==> config.mk <==
export PLATFORM = sky130hd
export DESIGN_NAME = dcache_access_ctrl_flat
export DESIGN_NICKNAME = d
export VERILOG_FILES = /design/src/rtl/dcache_pkg.sv /design/src/rtl/dcache_access_ctrl_if.sv /design/src/rtl/dcache_lane_align.sv /design/src/rtl/dcache_access_ctrl.sv /design/src/flat_wrapper.sv
export SDC_FILE = /design/constraint.sdc
export NUM_CORES = 1
export LEC_CHECK = 0
export ABC_CLOCK_PERIOD_IN_PS = 2200
export BUFFER_PORTS_ARGS = -buffer_cell sky130_fd_sc_hd__buf_2
export CAP_MARGIN = 5
export CORE_MARGIN = 1.5
export CORE_UTILIZATION = 50
export DETAILED_ROUTE_END_ITERATION = 7
export MAX_ROUTING_LAYER = met4
export PLACE_DENSITY = 0.9
export SLEW_MARGIN = 20
export SYNTH_ARGS = -nofsm -noshare
export SYNTH_HDL_FRONTEND = slang
export SYNTH_SLANG_ARGS = --single-unit
export TNS_END_PERCENT = 1
==> constraint.sdc <==
create_clock -name clk -period 2.2 [get_ports clk]
set_input_delay 0.11 -clock clk [delete_from_list [all_inputs] [get_ports clk]]
set_output_delay 0.11 -clock clk [all_outputs]
set_load 0.05 [all_outputs]
==> src/rtl/dcache_pkg.sv <==
// Shared types and constants for the data-cache access controller.
// Covers the controller state encoding, access width codes, byte-strobe
// patterns, and the width legality helper.
package dcache_pkg;

  typedef enum logic [1:0] {
    IDLE = 2'd0,
    REQ  = 2'd1,
    RESP = 2'd2,
    DONE = 2'd3
  } state_t;

  localparam logic [2:0] W_BYTE = 3'd1;
  localparam logic [2:0] W_HALF = 3'd2;
  localparam logic [2:0] W_WORD = 3'd4;

  localparam logic [3:0] STRB_BYTE0   = 4'b0001;
  localparam logic [3:0] STRB_LO_HALF = 4'b0011;
  localparam logic [3:0] STRB_HI_HALF = 4'b1100;
  localparam logic [3:0] STRB_WORD    = 4'b1111;

  // Only byte, half and word accesses reach the bus; anything else is a no-op.
  function automatic logic width_ok(input logic [2:0] width);
    return (width == W_BYTE) || (width == W_HALF) || (width == W_WORD);
  endfunction

endpackage

==> src/rtl/dcache_access_ctrl_if.sv <==
// Word-aligned data memory bus: a valid/ready request channel plus a
// read-response channel (rvalid arrives at least one cycle after acceptance).
interface dcache_access_ctrl_if #(
  parameter int ADDR_W = 32
);

  logic              bus_valid;
  logic              bus_ready;
  logic              bus_we;
  logic [ADDR_W-1:0] bus_addr;
  logic [31:0]       bus_wdata;
  logic [3:0]        bus_wstrb;
  logic              bus_rvalid;
  logic [31:0]       bus_rdata;

  modport master (
    output bus_valid, bus_we, bus_addr, bus_wdata, bus_wstrb,
    input  bus_ready, bus_rvalid, bus_rdata
  );

  modport slave (
    input  bus_valid, bus_we, bus_addr, bus_wdata, bus_wstrb,
    output bus_ready, bus_rvalid, bus_rdata
  );

endinterface

==> src/rtl/dcache_lane_align.sv <==
// Byte-lane steering between the right-justified pipeline view and the
// word-aligned bus: store strobes/replication and load extract/extension.
// Half offsets use off[1] only and word accesses ignore the offset, so a
// misaligned access that reaches this block is silently masked.
module dcache_lane_align
  import dcache_pkg::*;
(
  input  logic [2:0]  width,
  input  logic [1:0]  off,
  input  logic        sign,
  input  logic [31:0] wdata,
  input  logic [31:0] bus_rdata,
  output logic [3:0]  wstrb,
  output logic [31:0] lane_wdata,
  output logic [31:0] rdata_ext
);

  logic [7:0]  rd_byte [4];
  logic [7:0]  sel_byte;
  logic [15:0] sel_half;

  for (genvar gi = 0; gi < 4; gi++) begin : g_lane
    assign rd_byte[gi] = bus_rdata[8*gi +: 8];
  end

  assign sel_byte = rd_byte[off];
  assign sel_half = off[1] ? bus_rdata[31:16] : bus_rdata[15:0];

  // Select strobes, replicated store data and extended load data by width.
  always_comb begin
    wstrb      = STRB_WORD;
    lane_wdata = wdata;
    rdata_ext  = bus_rdata;
    case (width)
      W_BYTE: begin
        wstrb      = STRB_BYTE0 << off;
        lane_wdata = {4{wdata[7:0]}};
        rdata_ext  = {{24{sign & sel_byte[7]}}, sel_byte};
      end
      W_HALF: begin
        wstrb      = off[1] ? STRB_HI_HALF : STRB_LO_HALF;
        lane_wdata = {2{wdata[15:0]}};
        rdata_ext  = {{16{sign & sel_half[15]}}, sel_half};
      end
      default: begin
        wstrb      = STRB_WORD;
        lane_wdata = wdata;
        rdata_ext  = bus_rdata;
      end
    endcase
  end

endmodule

==> src/rtl/dcache_access_ctrl.sv <==
// MEM-stage data access controller: turns one load or store into a single
// word-aligned bus transaction and stalls the pipeline until it completes.
// Optional build macro DCACHE_MISALIGN_TRAP_EN: misaligned half/word accesses
// skip the bus and complete immediately with misalign=1.
module dcache_access_ctrl
  import dcache_pkg::*;
#(
  parameter int ADDR_W = 32
) (
  input  logic              clk,
  input  logic              rst,
  input  logic              ren,
  input  logic [2:0]        rwidth,
  input  logic              rsign,
  input  logic              wen,
  input  logic [2:0]        wwidth,
  input  logic [ADDR_W-1:0] addr,
  input  logic [31:0]       wdata,
  output logic              stall,
  output logic              done,
  output logic [31:0]       rdata,
  output logic              misalign,
  dcache_access_ctrl_if.master bus
);

  state_t            state_reg;
  logic [ADDR_W-1:0] addr_reg;
  logic [2:0]        width_reg;
  logic              sign_reg;
  logic              we_reg;
  logic [31:0]       wdata_reg;
  logic              bus_valid_reg;
  logic              done_reg;
  logic              misalign_reg;
  logic [31:0]       rdata_reg;

  logic              req_load;
  logic              req_store;
  logic              req_legal;
  logic [2:0]        req_width;
  logic              req_misalign;

  logic [3:0]        lane_wstrb;
  logic [31:0]       lane_wdata;
  logic [31:0]       rdata_ext;

  // A load wins over a simultaneous store; illegal widths make no request.
  assign req_load  = ren && width_ok(rwidth);
  assign req_store = wen && width_ok(wwidth) && !req_load;
  assign req_legal = req_load || req_store;
  assign req_width = req_load ? rwidth : wwidth;

`ifdef DCACHE_MISALIGN_TRAP_EN
  assign req_misalign = ((req_width == W_HALF) && addr[0]) ||
                        ((req_width == W_WORD) && (addr[1:0] != 2'b00));
`else
  assign req_misalign = 1'b0;
`endif

  dcache_lane_align u_lane_align (
    .width      (width_reg),
    .off        (addr_reg[1:0]),
    .sign       (sign_reg),
    .wdata      (wdata_reg),
    .bus_rdata  (bus.bus_rdata),
    .wstrb      (lane_wstrb),
    .lane_wdata (lane_wdata),
    .rdata_ext  (rdata_ext)
  );

  // Access sequencer: latch request, hold the bus request until accepted,
  // wait for the read response, then pulse done for one cycle.
  always_ff @(posedge clk) begin
    if (rst) begin
      state_reg     <= IDLE;
      addr_reg      <= '0;
      width_reg     <= '0;
      sign_reg      <= 1'b0;
      we_reg        <= 1'b0;
      wdata_reg     <= '0;
      bus_valid_reg <= 1'b0;
      done_reg      <= 1'b0;
      misalign_reg  <= 1'b0;
      rdata_reg     <= '0;
    end else begin
      case (state_reg)
        IDLE: begin
          if (req_legal) begin
            addr_reg  <= addr;
            width_reg <= req_width;
            sign_reg  <= req_load & rsign;
            we_reg    <= req_store;
            wdata_reg <= wdata;
            if (req_misalign) begin
              state_reg    <= DONE;
              done_reg     <= 1'b1;
              misalign_reg <= 1'b1;
            end else begin
              state_reg     <= REQ;
              bus_valid_reg <= 1'b1;
            end
          end
        end
        REQ: begin
          if (bus.bus_ready) begin
            bus_valid_reg <= 1'b0;
            if (we_reg) begin
              state_reg <= DONE;
              done_reg  <= 1'b1;
            end else begin
              state_reg <= RESP;
            end
          end
        end
        RESP: begin
          if (bus.bus_rvalid) begin
            rdata_reg <= rdata_ext;
            state_reg <= DONE;
            done_reg  <= 1'b1;
          end
        end
        DONE: begin
          state_reg    <= IDLE;
          done_reg     <= 1'b0;
          misalign_reg <= 1'b0;
        end
        default: begin
          state_reg     <= IDLE;
          bus_valid_reg <= 1'b0;
          done_reg      <= 1'b0;
          misalign_reg  <= 1'b0;
        end
      endcase
    end
  end

  // Stall must rise in the request cycle itself, so it is decoded from inputs.
  assign stall = ((state_reg == IDLE) && req_legal) ||
                 (state_reg == REQ) || (state_reg == RESP);

  assign done     = done_reg;
  assign misalign = misalign_reg;
  assign rdata    = rdata_reg;

  assign bus.bus_valid = bus_valid_reg;
  assign bus.bus_we    = we_reg;
  assign bus.bus_addr  = {addr_reg[ADDR_W-1:2], 2'b00};
  assign bus.bus_wdata = lane_wdata;
  assign bus.bus_wstrb = lane_wstrb;

endmodule

==> src/flat_wrapper.sv <==
// flat-port wrapper written by rule: the top's interface ports become plain ports
module dcache_access_ctrl_flat import dcache_pkg::*;
#(
  parameter int ADDR_W = 32
)
  (clk, rst, ren, rwidth, rsign, wen, wwidth, addr, wdata, stall, done, rdata, misalign, bus_bus_valid, bus_bus_we, bus_bus_addr, bus_bus_wdata, bus_bus_wstrb, bus_bus_ready, bus_bus_rvalid, bus_bus_rdata);
  dcache_access_ctrl_if #(.ADDR_W(ADDR_W)) bus_i ();
  input  logic clk;
  input  logic rst;
  input  logic ren;
  input  logic [2:0] rwidth;
  input  logic rsign;
  input  logic wen;
  input  logic [2:0] wwidth;
  input  logic [ADDR_W-1:0] addr;
  input  logic [31:0] wdata;
  output logic stall;
  output logic done;
  output logic [31:0] rdata;
  output logic misalign;
  output wire logic [$bits(bus_i.bus_valid)-1:0] bus_bus_valid;
  output wire logic [$bits(bus_i.bus_we)-1:0] bus_bus_we;
  output wire logic [$bits(bus_i.bus_addr)-1:0] bus_bus_addr;
  output wire logic [$bits(bus_i.bus_wdata)-1:0] bus_bus_wdata;
  output wire logic [$bits(bus_i.bus_wstrb)-1:0] bus_bus_wstrb;
  input wire logic [$bits(bus_i.bus_ready)-1:0] bus_bus_ready;
  input wire logic [$bits(bus_i.bus_rvalid)-1:0] bus_bus_rvalid;
  input wire logic [$bits(bus_i.bus_rdata)-1:0] bus_bus_rdata;
  assign bus_bus_valid = bus_i.bus_valid;
  assign bus_bus_we = bus_i.bus_we;
  assign bus_bus_addr = bus_i.bus_addr;
  assign bus_bus_wdata = bus_i.bus_wdata;
  assign bus_bus_wstrb = bus_i.bus_wstrb;
  assign bus_i.bus_ready = bus_bus_ready;
  assign bus_i.bus_rvalid = bus_bus_rvalid;
  assign bus_i.bus_rdata = bus_bus_rdata;
  dcache_access_ctrl #(.ADDR_W(ADDR_W)) u_core (.clk(clk), .rst(rst), .ren(ren), .rwidth(rwidth), .rsign(rsign), .wen(wen), .wwidth(wwidth), .addr(addr), .wdata(wdata), .stall(stall), .done(done), .rdata(rdata), .misalign(misalign), .bus(bus_i));
endmodule
* Word level (Yosys, flattened, before mapping) *
Index checks and enable logic that the tools add are counted.

operators by class
  order comparisons = 1
  eq/ne operators = 15
  shift-type cells = 1
  mux-type cells = 21
  bitwise logic cells = 5
  reduce and logical (&&, ||, !) cells = 19

operators with widths
  cell                 number
  $pmux 32 s2          2
  $bmux 8 s2           1
  $mux 16              1
  $mux 8               2
  $eq 3x1->1 const B   3
  $eq 3x2->1 const B   3
  $pmux 2 s4           1
  $pmux 4 s2           1
  $logic_or 1x1->1     7
  $eq 3x3->1 const B   2
  $mux 1               6
  $mux 2               3
  $reduce_and 3->1     2
  $eq 2x2->1 const B   2
  $logic_and 1x1->1    4
  $mux 4               1
  $ne 2x1->1 const B   2
  $ne 2x2->1 const B   2
  $reduce_and 2->1     2
  $reduce_and 4->1     1
  $shl 1x2->4 const A  1
  $and 1x1->1          3
  $ge 3x3->1 const B   1
  $mux 3               1
  other kinds (8)      8

word-level totals
  flip-flop bits (word level) = 105
  input bits = 109
  output and inout bits = 105
  logic and storage cells = 71

* Depth between registers and ports, before layout *
Gate-level depths: netlist of run 1.

  depth after elaboration = 10
  mapped depth = 7
  mapped depth without buffers = 6

* Hierarchy *
Synthesis of run 1 repeated with hierarchy kept, for this count alone.

unflattened totals
  cells, all modules = 738
  area total of the unflattened synthesis = 6113.4 um^2

by module, submodules not included
  module              instances  cells an instance  area an instance (um^2)  sequential area each (um^2)
  dcache_access_ctrl  1          533                4864.7                   2102.0
  dcache_lane_align   1          205                1248.7                   0.0

* Worst setup path after synthesis of run 1 *
Ideal clock, no wire load.

  path type = reg-to-output
  start point = register u_core.width_reg[1]
  end point = output bus_bus_wstrb[1]
  arrival = 2.153 ns
  data required time = 2.090 ns
  slack = -0.063 ns
  cell stages (with the launch flop) = 5
  path buffers = 1
  path through = dfxtp_1 -> nor3b_1 -> clkbuf_1 -> nor2_1 -> o21ai_0

between the ends
  longest elaborated chain between the ends = 2
  elaborated cells on any way between the ends = 3
  those cells by class = eq/ne (2); mux (1)

ends and longest elaborated chain
  what                                             RTL line                  RTL
  start, declared                                  dcache_access_ctrl.sv:28  logic [2:0] width_reg;
  start signal, assigned                           dcache_access_ctrl.sv:90  width_reg <= req_width;
  $eq 3x2->1 / $eq 3x1->1 (equally long branches)  dcache_lane_align.sv:34   case (width)
  $pmux 4 s2 (*)                                   dcache_lane_align.sv:34
  end, declared                                    flat_wrapper.sv:25        output wire logic [$bits(bus_i.bus_wstrb)-1:0] bus_bus_wstrb;

Every way passes the cells marked *; elsewhere a longest branch is shown, timed or not.

* Worst setup path in the final report of run 1 *
  start point = register u_core.width_reg[2]
  end point = output bus_bus_wdata[18]

between the ends
  longest elaborated chain between the ends = 2
  elaborated cells on any way between the ends = 3
  those cells by class = eq/ne (2); mux (1)

ends and longest elaborated chain
  what                                             RTL line                 RTL
  $eq 3x2->1 / $eq 3x1->1 (equally long branches)  dcache_lane_align.sv:34
  $pmux 32 s2 (*)                                  dcache_lane_align.sv:34
  end, declared                                    flat_wrapper.sv:24       output wire logic [$bits(bus_i.bus_wdata)-1:0] bus_bus_wdata;

Marks and branches as above.

==> qor.yml, run 1 <==
root_buffer: "clkbuf_8"
core_mm2: 0.0109
syn_inst: 640
finalPower_mw: 8.41
yosysTopAreaCell: "dfxtp_1"
async_reset_ff_share_pct: 0
syn_avg_cell_area_um2: 8.74
htreeDepth: 3
synth_area_leaders: "dfxtp_1 38%, mux2i_1 12%, nand2_1 11%"
dieArea_mm2: 0.0118
fin_nets: 966
track_usage_pct: 29.2
ys_warn_count: 0
cts_made_buffers: 9
synth_edf_count: 0
netlist.area_leader.share_pct: 37.6
n_antenna_cell: 0
maxCapViolations: 0
routedWlPerCell_um: 17.2
ys_top_cells_by_count: "158 x nand2_1, 105 x dfxtp_1, 65 x mux2i_1, 43 x buf_4, 37 x nor2_1"
period_needed_ps: 2100
place.gp.congestion: 0.897
leakagePower_nw: 3.33
clock_latency_ps: 370
end_kind: "output pin"
wirelength_um: 17200
antenna_found_initial: 0
min_path_cells: 3
hold_viol: 0
setup_viol: 0
ys_seq_elements: 105
rsz0062_at_grt: "false"
slew_headroom_pct: 57.9
place_area_mm2: 0.00637
dp_hpwl_um: 10400
critPathArrivalTime_ps: 1990
fin_area_mm2: 0.00727
grt_pass1_wl_um: 26300
finClkSkew_ps: 9.66
route.detailed.drc: 0
synth_top_family_by_area: "multiplexers"
synthMuxAreaShare_pct: 18.1
fp.dieW_um: 109
min_period_over_period_pct: 95.3
portBuffers: 210
fp-row-count: 38
critPathLaunchType: "register"
ir_drop_uv: 683
yosysSeqAreaShare_pct: 37.6
critPathRequiredTime_ps: 2090
hp-class: "primary input to register"
grt_max_degree: 130
synth.most_common_cell: "nand2_1"
syn_area_mm2: 0.00559
fmax_mhz: 477
io_pins: 214
viasPerCell: 5.57
syn_to_final_growth_pct: 30.1
status: "finished, final reports clean"
drt_first_pass_iters: 5
drt_iter0_drc: 472
clk_pin_slew_ps: 110
cts_tree: "yes"
cts_sinks: 105
grt_pass1_vias: 5371
vias: 5556
drv_slew: 0
synthSimpleGateAreaFrac_pct: 15.1
start_util_pct: 51.4
tightest_slew_ps: 628
synthFlopType: "dfxtp_1"
yosys.area_share.adder_pct: 1.12
drive_gt1_share_pct: 33.0
synth_xor_area_share_pct: 0.448
cp_max_fo: 6
antenna_violating_nets_post_route: 0
path_class: "register to output pin"
die_y_um: 109
clock_path_buffers: 2
power.density_mw_per_mm2: 1160
ys_types: 57
reg2reg_depth: 4
fin_util_pct: 66.8
grt-ovfl-total: 0
synth-compound-area-share_pct: 15.4
==> worst max-delay path, cell delays in order (launching register included) <==
cell and delay [ps]:
dfxtp_2 380, or3b_4 440, nand2b_4 90, buf_6 150, mux2_1 360, buf_4 200
==> metrics by stage <==
step           setup WS, ps  setup TNS [ps]  instances  hold WS, ps
4_1_cts                21.1               0        995         36.8
3_3_place_gp            430               0        916          356
5_1_grt                31.9               0        997         45.6
3_5_place_dp            397               0        916          362
6_report                104               0        997         46.9
2_1_floorplan         -62.2           -62.2        642          252
==> cell families after synthesis <==
kind of cell	after synthesis
compound gates	117
xor+xnor	2
fa+ha+maj	5
buf+inv	104
flops	105
mux	96
other cells	1
simple gates	210
==> what timing repair did <==
action / CTS / global route
gates resized for setup: 2 / 14
hold buffers: 63 / 0
setup buffers: 0 / 1
endpoints found under the hold margin: 63 / 0
cloned: 0 / 1
setup endpoints to repair: 3 / 14
==> layout by cell type (no fill, tap or decap), types with 2 or more instances in the layout <==
cell type / n
a2111oi_0: 4
a211oi_1: 28
a21oi_1: 22
a22oi_1: 15
a311o_1: 2
a311oi_1: 7
a31oi_1: 4
a32oi_1: 8
buf_12: 4
buf_2: 205
buf_4: 12
clkbuf_4: 3
clkbuf_8: 9
clkinv_4: 2
conb_1: 3
dfxtp_1: 102
dfxtp_2: 2
dlygate4sd3_1: 63
ha_1: 5
inv_1: 14
inv_8: 2
mux2_1: 6
mux2_2: 24
mux2i_1: 65
nand2_1: 158
nand3_1: 2
nor2_1: 36
nor3_1: 2
o211a_1: 2
o211ai_1: 2
o21ai_0: 6
o21ai_1: 3
==> per-layer routing <==
| layer | GRT usage (%) | vias to the layer above | wire, um | share of wire [%] |
|---|---|---|---|---|
| met5 | - | - | 0 | 0 |
| li1 | - | 2604 | - | - |
| met4 | 12.3 | 0 | 599 | 3.5 |
| met1 | 33.7 | 2583 | 6730 | 39 |
| met2 | 49.9 | 313 | 8550 | 50 |
| met3 | 5.32 | 56 | 1310 | 7.6 |
==> path summary, 6_finish.rpt <==
| check | from | to | slack [ps] |
|---|---|---|---|
| hold reg to reg | u_core.addr_reg[9] | u_core.addr_reg[9] | 460 |
| hold / removal | bus_bus_rdata[7] | u_core.rdata[7] | 50 |
| setup / recovery | u_core.width_reg[2] | bus_bus_wdata[18] | 100 |
| setup reg to reg | u_core.addr_reg[0] | u_core.rdata[15] | 410 |
==> final cells by class <==
class / count / area [um^2]
clock buffer: 9 / 124
clock inverter: 7 / 95.1
fill: 825 / 3620
inverter: 15 / 57.6
multi-input combinational: 433 / 2850
sequential: 105 / 2110
tap: 140 / 175
timing repair buffer: 288 / 1860
==> power breakdown <==
group          switching, mW  internal (mW)
registers              0.314           2.32
clock network          0.748          0.561
logic                   3.09           1.38
(Power assumes the default switching activity.)
==> run 2: changes to the inputs <==
==> constraint.sdc (replaced) <==
create_clock -name clk -period 2.2 [get_ports clk]
set_input_delay 0.11 -clock clk [delete_from_list [all_inputs] [get_ports clk]]
set_output_delay 0.11 -clock clk [all_outputs]
set_load 0.01 [all_outputs]
==> qor.yml, run 2 (synthesized netlist as in run 1, its figures left out) <==
status: "finished, final reports clean"
drive_gt1_share_pct: 33.2
cpPeakStageDelay_ps: 430
fin_nets: 958
hold_viol: 0
clock_path_buffers: 2
htreeDepth: 3
dp_hpwl_um: 10600
cts_tree: "yes"
grt_pass1_vias: 5460
syn_to_final_growth_pct: 28.1
routedWlPerCell_um: 17.5
rsz0062_at_grt: "false"
power_frac_clock_pct: 17.6
root_buffer: "clkbuf_8"
critPathRequiredTime_ps: 2090
drt_first_pass_iters: 5
io_pins: 214
path_class: "register to output pin"
crit_slowest_cell: "or3b_1"
intPower_mw: 4.15
antenna_violating_nets_post_route: 0
fin_area_mm2: 0.00716
fp-row-count: 38
end_kind: "output pin"
wirelength_um: 17400
combinationalPowerShare_pct: 44.6
grt_pass1_wl_um: 26400
fin_util_pct: 65.8
ir_drop_uv: 634
maxCapViolations: 0
final_cell_mix: "210 x buf_2, 158 x nand2_1, 102 x dfxtp_1"
worst_slack_ps: 98.9
drt_iter0_drc: 394
setup_viol: 0
switching_share_pct: 40.0
clk_pin_slew_ps: 120
post-place-ws_ps: 357
finalPower_mw: 6.92
reg2reg_slack_ps: 330
tightest_slew_ps: 611
track_usage_pct: 29.4
met2_usage_pct: 52.0
gr-max-usage-layer: "met2"
leakagePower_nw: 3.29
viasPerCell: 5.61
power.density_mw_per_mm2: 967
cts_sinks: 105
grt_max_degree: 130
path_cells: "or3b_1, nand2b_1, buf_6, mux2_2, buf_2"
dieArea_mm2: 0.0118
route.detailed.drc: 0
final_common_cell: "buf_2"
met3_usage_pct: 5.98
fp.dieW_um: 109
power_frac_seq_pct: 37.7
finClkSkew_ps: 10.9
p_switching_mw: 2.77
use_met1_pct: 31.4
hp-class: "primary input to register"
slew_headroom_pct: 59.1
vias: 5565
period_needed_ps: 2100
clock_latency_ps: 360
antenna_found_initial: 3
tns_ps: 0
min_period_over_period_pct: 95.5
critPathArrivalTime_ps: 1990
die_y_um: 109
critPathLaunchType: "register"
drv_slew: 0
cts_made_buffers: 9
core_mm2: 0.0109
start_util_pct: 51.4
grt-ovfl-total: 0
place.gp.congestion: 0.930
fmax_mhz: 476
cp_max_fo: 12
place_area_mm2: 0.00639
portBuffers: 210
## run 2: cell count changes in the layout (fill, tap and decap cells not counted), sizes merged
cell	change
buf	+4
diode	+3
clkbuf	-1
inv	-1
bufinv	-1
dlygate4sd3	-9
## run 2: critical path, delay by kind of cell, from the launching register on
| kind | cells | cell delay, ps |
|---|---|---|
| muxes | 1 | 360 |
| buffers and inverters | 2 | 330 |
| and+or+nand+nor | 2 | 560 |
| DFF | 1 | 380 |
## run 2: cell type report
type,count,area [um^2]
Antenna cell,3,7.51
Clock buffer,11,151
Clock inverter,5,46.3
Fill cell,794,3720
Inverter,15,57.6
Multi-Input combinational cell,433,2840
Sequential cell,105,2110
Tap cell,140,175
Timing Repair Buffer,280,1780
## run 2: power by group through the flow
stage	Sequential (mW)	Combinational, mW	Clock (mW)
floorplan	2.62	2.17	0
global placement	2.61	2.85	0
detailed placement	2.63	2.91	0
CTS	2.59	3.02	1.22
global route	2.65	3.34	1.31
finish	2.61	3.09	1.22
## run 2: what timing repair did
| action | CTS | global route |
|---|---|---|
| hold buffers | 52 | 2 |
| cloned | 0 | 0 |
| gates resized for setup | 0 | 4 |
| setup buffers | 2 | 0 |
| endpoints found under the setup margin | 8 | 16 |
| hold endpoints to repair | 52 | 2 |
## run 2: layer usage
| layer | share of wire (%) | wire [um] |
|---|---|---|
| met1 | 38 | 6610 |
| met2 | 51 | 8780 |
| met3 | 7.3 | 1260 |
| met4 | 4.2 | 726 |
| met5 | 0 | 0 |
## run 2: worst paths after layout
path,startpoint,end,depth (start not counted)
worst max-delay path,u_core.width_reg[2],bus_bus_wdata[17],5
worst min-delay path,addr[20],u_core.addr_reg[20],3
worst max register to register,u_core.state_reg[0],u_core.wdata_reg[29],6
worst min register to register,u_core.addr_reg[12],u_core.addr_reg[12],2
## run 2: per-stage QoR
| stage | cells | hold WS, ps |
|---|---|---|
| 6_report | 992 | 3.71 |
| 5_1_grt | 992 | 2.55 |
| 4_1_cts | 987 | 0.368 |
| 3_5_place_dp | 917 | 363 |
| 3_3_place_gp | 917 | 356 |
| 2_1_floorplan | 642 | 252 |
